--- config.mk ---
export PLATFORM = sky130hd
export DESIGN_NAME = fifo_burst_rd_sched_flat
export DESIGN_NICKNAME = d
export VERILOG_FILES = /design/src/rtl/fifo_burst_rd_sched_if.sv /design/src/rtl/fifo_burst_rd_sched.sv /design/src/flat_wrapper.sv
export SDC_FILE = /design/constraint.sdc
export NUM_CORES = 1
export LEC_CHECK = 0
export ABC_AREA = 1
export BUFFER_PORTS_ARGS = -buffer_cell sky130_fd_sc_hd__buf_4
export CAP_MARGIN = 20
export CELL_PAD_IN_SITES_DETAIL_PLACEMENT = 1
export CELL_PAD_IN_SITES_GLOBAL_PLACEMENT = 1
export CORE_UTILIZATION = 42
export DETAILED_ROUTE_END_ITERATION = 16
export PLACE_DENSITY_LB_ADDON = 0.1
export SYNTH_ARGS = -nofsm -noshare
export SYNTH_HDL_FRONTEND = slang
export SYNTH_SLANG_ARGS = --single-unit
--- constraint.sdc ---
create_clock -name clk -period 4.87 [get_ports clk]
set_input_delay 0.974 -clock clk [delete_from_list [all_inputs] [get_ports clk]]
set_output_delay 0.974 -clock clk [all_outputs]
set_load 0.01 [all_outputs]
--- src/rtl/fifo_burst_rd_sched_if.sv ---
// Signal bundle between the burst read scheduler, its FIFO, the burst arbiter and the stream sink.
// "master" is the scheduler's view; "slave" is the view of the surrounding logic.
interface fifo_burst_rd_sched_if #(
    parameter int ADDR_WIDTH = 10,
    parameter int DATA_WIDTH = 32
);
    logic                  fifo_rd_en;
    logic [DATA_WIDTH-1:0] fifo_rd_data;
    logic                  fifo_empty;
    logic [ADDR_WIDTH:0]   fifo_rd_water_level;
    logic                  flush;
    logic                  burst_req;
    logic [ADDR_WIDTH:0]   burst_len;
    logic                  burst_ack;
    logic [DATA_WIDTH-1:0] m_data;
    logic                  m_valid;
    logic                  m_ready;
    logic                  m_last;
    logic                  busy;

    modport master (
        output fifo_rd_en, burst_req, burst_len, m_data, m_valid, m_last, busy,
        input  fifo_rd_data, fifo_empty, fifo_rd_water_level, flush, burst_ack, m_ready
    );

    modport slave (
        input  fifo_rd_en, burst_req, burst_len, m_data, m_valid, m_last, busy,
        output fifo_rd_data, fifo_empty, fifo_rd_water_level, flush, burst_ack, m_ready
    );
endinterface

--- src/rtl/fifo_burst_rd_sched.sv ---
// Read-side burst scheduler: requests a burst from the FIFO level (full, flush or timeout)
// and drains exactly the granted word count through a 2-entry buffer onto a valid/ready stream.
module fifo_burst_rd_sched #(
    parameter int ADDR_WIDTH = 10,
    parameter int DATA_WIDTH = 32,
    parameter int BURST_LEN  = 16,
    parameter int RD_LATENCY = 1,
    parameter int TIMEOUT    = 255
) (
    input  logic                  clk,
    input  logic                  rst,
    fifo_burst_rd_sched_if.master bus
);
    localparam int LW = ADDR_WIDTH + 1;
    localparam int IW = (TIMEOUT > 0) ? $clog2(TIMEOUT + 1) : 1;
    localparam logic [LW-1:0] BURST_LEN_V = LW'(BURST_LEN);
    localparam logic [IW-1:0] TIMEOUT_V   = IW'(TIMEOUT);

    typedef enum logic [1:0] {S_IDLE, S_REQ, S_XFER} state_t;

    state_t                state_q, state_d;
    logic [LW-1:0]         burst_len_q, burst_len_d;
    logic [LW-1:0]         issue_cnt_q, issue_cnt_d;
    logic [LW-1:0]         beat_cnt_q, beat_cnt_d;
    logic [IW-1:0]         idle_cnt_q, idle_cnt_d;
    logic                  flush_pending_q, flush_pending_d;
    logic [DATA_WIDTH-1:0] buf_q [2];
    logic                  wr_ptr_q, rd_ptr_q;
    logic [1:0]            occ_q;
    logic                  inflight;
    logic                  rd_en, push, pop;
    logic [LW-1:0]         level;

    assign level = bus.fifo_rd_water_level;

    // Read credit uses only registered occupancy and in-flight reads, so the buffer can never overflow
    // even if the sink stalls on the very cycle the read data lands.
    assign rd_en = (state_q == S_XFER) && (issue_cnt_q != '0) && !bus.fifo_empty
                   && ((occ_q + {1'b0, inflight}) < 2'd2);
    assign pop   = (occ_q != 2'd0) && bus.m_ready;

    generate
        if (RD_LATENCY == 0) begin : g_lat0
            assign inflight = 1'b0;
            assign push     = rd_en;
        end else begin : g_lat1
            logic inflight_q;
            always_ff @(posedge clk or posedge rst) begin
                if (rst) inflight_q <= 1'b0;
                else     inflight_q <= rd_en;
            end
            assign inflight = inflight_q;
            assign push     = inflight_q;
        end
    endgenerate

    always_comb begin
        state_d         = state_q;
        burst_len_d     = burst_len_q;
        issue_cnt_d     = issue_cnt_q;
        beat_cnt_d      = beat_cnt_q;
        idle_cnt_d      = '0;
        flush_pending_d = flush_pending_q;

        if (bus.flush)
            flush_pending_d = 1'b1;
        else if (state_q == S_IDLE && level == '0)
            flush_pending_d = 1'b0;

        unique case (state_q)
            S_IDLE: begin
                if (level != '0 && level < BURST_LEN_V)
                    idle_cnt_d = (idle_cnt_q == TIMEOUT_V) ? idle_cnt_q : idle_cnt_q + IW'(1);
                if (level >= BURST_LEN_V) begin
                    state_d     = S_REQ;
                    burst_len_d = BURST_LEN_V;
                    idle_cnt_d  = '0;
                end else if (level != '0 &&
                             (flush_pending_q || (TIMEOUT != 0 && idle_cnt_q == TIMEOUT_V))) begin
                    state_d     = S_REQ;
                    burst_len_d = level;
                    idle_cnt_d  = '0;
                end
            end
            S_REQ: begin
                if (bus.burst_ack) begin
                    state_d     = S_XFER;
                    issue_cnt_d = burst_len_q;
                    beat_cnt_d  = burst_len_q;
                end
            end
            S_XFER: begin
                if (rd_en) issue_cnt_d = issue_cnt_q - LW'(1);
                if (pop) begin
                    beat_cnt_d = beat_cnt_q - LW'(1);
                    if (beat_cnt_q == LW'(1)) state_d = S_IDLE;
                end
            end
            default: state_d = S_IDLE;
        endcase
    end

    always_ff @(posedge clk or posedge rst) begin
        if (rst) begin
            state_q         <= S_IDLE;
            burst_len_q     <= '0;
            issue_cnt_q     <= '0;
            beat_cnt_q      <= '0;
            idle_cnt_q      <= '0;
            flush_pending_q <= 1'b0;
        end else begin
            state_q         <= state_d;
            burst_len_q     <= burst_len_d;
            issue_cnt_q     <= issue_cnt_d;
            beat_cnt_q      <= beat_cnt_d;
            idle_cnt_q      <= idle_cnt_d;
            flush_pending_q <= flush_pending_d;
        end
    end

    always_ff @(posedge clk or posedge rst) begin
        if (rst) begin
            for (int i = 0; i < 2; i++) buf_q[i] <= '0;
            wr_ptr_q <= 1'b0;
            rd_ptr_q <= 1'b0;
            occ_q    <= 2'd0;
        end else begin
            if (push) begin
                buf_q[wr_ptr_q] <= bus.fifo_rd_data;
                wr_ptr_q        <= ~wr_ptr_q;
            end
            if (pop) rd_ptr_q <= ~rd_ptr_q;
            unique case ({push, pop})
                2'b10:   occ_q <= occ_q + 2'd1;
                2'b01:   occ_q <= occ_q - 2'd1;
                default: occ_q <= occ_q;
            endcase
        end
    end

    assign bus.fifo_rd_en = rd_en;
    assign bus.burst_req  = (state_q == S_REQ);
    assign bus.burst_len  = burst_len_q;
    assign bus.m_valid    = (occ_q != 2'd0);
    assign bus.m_data     = buf_q[rd_ptr_q];
    assign bus.m_last     = (occ_q != 2'd0) && (beat_cnt_q == LW'(1));
    assign bus.busy       = (state_q != S_IDLE) || flush_pending_q;
endmodule
--- src/flat_wrapper.sv ---
// flat-port wrapper written by rule: the top's interface ports become plain ports
module fifo_burst_rd_sched_flat 
#(
    parameter int ADDR_WIDTH = 10,
    parameter int DATA_WIDTH = 32,
    parameter int BURST_LEN  = 16,
    parameter int RD_LATENCY = 1,
    parameter int TIMEOUT    = 255
)
  (clk, rst, bus_fifo_rd_en, bus_burst_req, bus_burst_len, bus_m_data, bus_m_valid, bus_m_last, bus_busy, bus_fifo_rd_data, bus_fifo_empty, bus_fifo_rd_water_level, bus_flush, bus_burst_ack, bus_m_ready);
  fifo_burst_rd_sched_if #(.ADDR_WIDTH(ADDR_WIDTH), .DATA_WIDTH(DATA_WIDTH)) bus_i ();
  input  logic clk;
  input  logic rst;
  output wire logic [$bits(bus_i.fifo_rd_en)-1:0] bus_fifo_rd_en;
  output wire logic [$bits(bus_i.burst_req)-1:0] bus_burst_req;
  output wire logic [$bits(bus_i.burst_len)-1:0] bus_burst_len;
  output wire logic [$bits(bus_i.m_data)-1:0] bus_m_data;
  output wire logic [$bits(bus_i.m_valid)-1:0] bus_m_valid;
  output wire logic [$bits(bus_i.m_last)-1:0] bus_m_last;
  output wire logic [$bits(bus_i.busy)-1:0] bus_busy;
  input wire logic [$bits(bus_i.fifo_rd_data)-1:0] bus_fifo_rd_data;
  input wire logic [$bits(bus_i.fifo_empty)-1:0] bus_fifo_empty;
  input wire logic [$bits(bus_i.fifo_rd_water_level)-1:0] bus_fifo_rd_water_level;
  input wire logic [$bits(bus_i.flush)-1:0] bus_flush;
  input wire logic [$bits(bus_i.burst_ack)-1:0] bus_burst_ack;
  input wire logic [$bits(bus_i.m_ready)-1:0] bus_m_ready;
  assign bus_fifo_rd_en = bus_i.fifo_rd_en;
  assign bus_burst_req = bus_i.burst_req;
  assign bus_burst_len = bus_i.burst_len;
  assign bus_m_data = bus_i.m_data;
  assign bus_m_valid = bus_i.m_valid;
  assign bus_m_last = bus_i.m_last;
  assign bus_busy = bus_i.busy;
  assign bus_i.fifo_rd_data = bus_fifo_rd_data;
  assign bus_i.fifo_empty = bus_fifo_empty;
  assign bus_i.fifo_rd_water_level = bus_fifo_rd_water_level;
  assign bus_i.flush = bus_flush;
  assign bus_i.burst_ack = bus_burst_ack;
  assign bus_i.m_ready = bus_m_ready;
  fifo_burst_rd_sched #(.ADDR_WIDTH(ADDR_WIDTH), .DATA_WIDTH(DATA_WIDTH), .BURST_LEN(BURST_LEN), .RD_LATENCY(RD_LATENCY), .TIMEOUT(TIMEOUT)) u_core (.clk(clk), .rst(rst), .bus(bus_i));
endmodule
==> metrics <==
outcome=finished, final reports clean; Main synth FF type=dfrtp_1; Layout Area Growth over Synthesis=27.15%; RSZ-0062 raised after global routing=no; Nets=811; slowest CP cell=dfrtp_1; fin util=0.5523; TritonRoute pass-1 iters=4; Net Count, Synth=715; Tcrit/Tclk final=0.6051; DRT antenna net count=0; Clock Latency Late Sink=0.42 ns; clock root cell=clkbuf_16; TritonCTS clock tree=yes; Fill cells=1,528; die span in x=116.9 um; via/cell ratio=4.983; compound-cell area share of the yosys netlist=0.1191; slowest stage delay, CP=0.40 ns; number of global-route vias before repair=4,899; Commonest cells post-synth=nand2_1 (175), dfrtp_1 (113), inv_1 (86); largest net degree at the start of global routing=84; DRT iter0 DRCs=186; Peak VDD IR=0.2663 mV; setup violators final=0; Setup Fix Bufs, Post-CTS=0; die area=13,670 um^2; EDFF count, synth=0; CP bufs+invs=3; ys async rst share=1.000; Residual DRC=0; Synth area leader=dfrtp_1; total track usage=0.2336; Setup Skew=0.007013 ns; Ys Warns=0; final hold violations=0; layout cells sized above 1=0.2448; antenna cells=0; synthesized area per cell=8.406 um^2; post-synthesis mux area share=0.06495; H-tree depth=4; clock slew at reported path FFs=0.05 ns; Arr. time, crit path=1.97 ns; FF+latch count, synth=113; largest family of logic cells by synthesized area=simple AND/OR/NAND/NOR gates; final slew viol count=0; Worst Tran Pin Value=0.6728 ns; Place WS=2.244 ns; simple-gate share of the synthesized area=0.1973; CP Class=reg2out; xor and xnor area share after synthesis=0.01263; drt wl/cell=15.76 um; sequential-to-total area share from yosys stat=0.5097; antenna violations before repair=0; Critical path origin=u_core.state_q[0]; Crit Path Max Fanout=20; DP HPWL=9948 um; Post-Synth Adder-Cell Area=0.01353; cts hold-fix bufs=0; FP Rows=41; Design Area, Final=7054 um^2; CP delay by family, top=simple AND/OR/NAND/NOR gates; top cells by area, synth=dfrtp_1 (51%), nand2_1 (12%), o21ai_0 (7.2%); minimum clock period after layout=2.947 ns; # resized after CTS=0; die height=116.9 um; most common cell in the synthesized netlist=nand2_1; critical path launch point type=register; Initial Util=0.4343; Fmax=0.3394 GHz; final WL=14,820 um; Pwr Density=681.4 nW/um^2; global-route wire length before repair=23,870 um; clk sinks=113; total CTS buffers=17; reg2reg start=u_core.state_q[0]; Max Cap Viol=0; IO Count=97; Yosys top cell area share=0.5097; Clock Tree Buf Depth=2; IO Port Bufs=96; Syn Inst Count=660; worst min path class=in2async; Core Region=12,770 um^2; GPL Wtd Cong=0.7983; post-synthesis cell type count=32; final worst slack=1.923 ns; most frequent CP cell=nand2_1; relative slew slack=0.5504; Setup crit end kind=output port; P_leak=3.644 nW; area post-placement=6375 um^2; worst path required time=3.90 ns; via count=4,684; TNS Setup=0 ns; GRT overflow=0; worst path cell trace=inv_1 -> nand2_1 -> nor2_1 -> nand2_1 -> nor2_1 -> nand2_1 -> inv_1 -> buf_4; Synth Cell Area=5548 um^2
-- logic make-up after synthesis --
kind of cell | Yosys count
xor+xnor | 8
mux | 32
simple gates | 266
compound gates | 123
flops | 113
buf+inv | 112
fa+ha+maj | 6
-- cell usage in the layout (no fill, tap or decap), types with 2 or more instances in the layout --
master      count
nand3_1        13
nand2_4         2
o21ai_1        11
clkinvlp_4      2
xnor2_1         3
nor2_2          2
nand2_2         7
bufinv_16       3
clkbuf_16      17
nand4_1         2
o21ai_2         7
dfrtp_1       113
mux2_2         32
clkbuf_8        3
inv_1          85
clkinv_2        4
xor2_1          5
a31oi_1         2
buf_16          2
a21oi_1        16
inv_2           2
a21boi_0        5
nand2_1       174
nor3_1          9
buf_4          98
ha_1            6
o21ai_0        80
nor2_1         52
-- registers in the layout, indices dropped and copies added (netlist names) --
register,count
u_core.buf_q,64
u_core.beat_cnt_q,11
u_core.bus.burst_len,11
u_core.issue_cnt_q,11
u_core.idle_cnt_q,8
u_core.occ_q,2
u_core.state_q,2
u_core.flush_pending_q,1
u_core.g_lat1.inflight_q,1
u_core.rd_ptr_q,1
u_core.wr_ptr_q,1
-- metrics by stage --
step	total power, mW	hold slack [ns]	cells
floorplan	2.845	0.4329	660
global placement	3.425	0.4447	906
detailed placement	3.527	0.4581	906
CTS	4.841	0.4806	937
global route	5.166	0.4426	940
finish	4.807	0.4551	940
-- path summary, 6_finish.rpt --
check	end	slack, ns	depth (start not counted)
min	u_core.buf_q[25]	0.46	2
min in group clk	u_core.flush_pending_q	0.48	1
max	bus_fifo_rd_en	1.92	8
max in group asynchronous	u_core.beat_cnt_q[10]	3.77	3
max reg2reg	u_core.beat_cnt_q[7]	2.70	6
min reg2reg	u_core.flush_pending_q	0.48	1
-- power breakdown --
group	leakage, nW	total (mW)	internal, mW	switching (mW)
clock network	0.295	1.27	0.838	0.430
registers	1.37	1.59	1.32	0.270
logic	1.98	1.95	0.869	1.08
-- area by class of cell --
type                       instances  area (um^2)  share of cell area
multi-input combinational        435         2263              0.3209
tap                              172        215.2             0.03051
timing repair buffer             101        810.8              0.1149
clock buffer                      21        470.5             0.06669
inverter                          88        332.8             0.04718
sequential                       113         2828              0.4009
clock inverter                    10        133.9             0.01898
-- metal layers --
metal	share of wire	GRT usage	vias to the layer above
met3	0.034	0.04737	24
met1	0.44	0.2796	2277
met5	0	0	-
met2	0.50	0.4051	100
met4	0.021	0.1080	0
li1	-	-	2283
(Power assumes the default switching activity.)
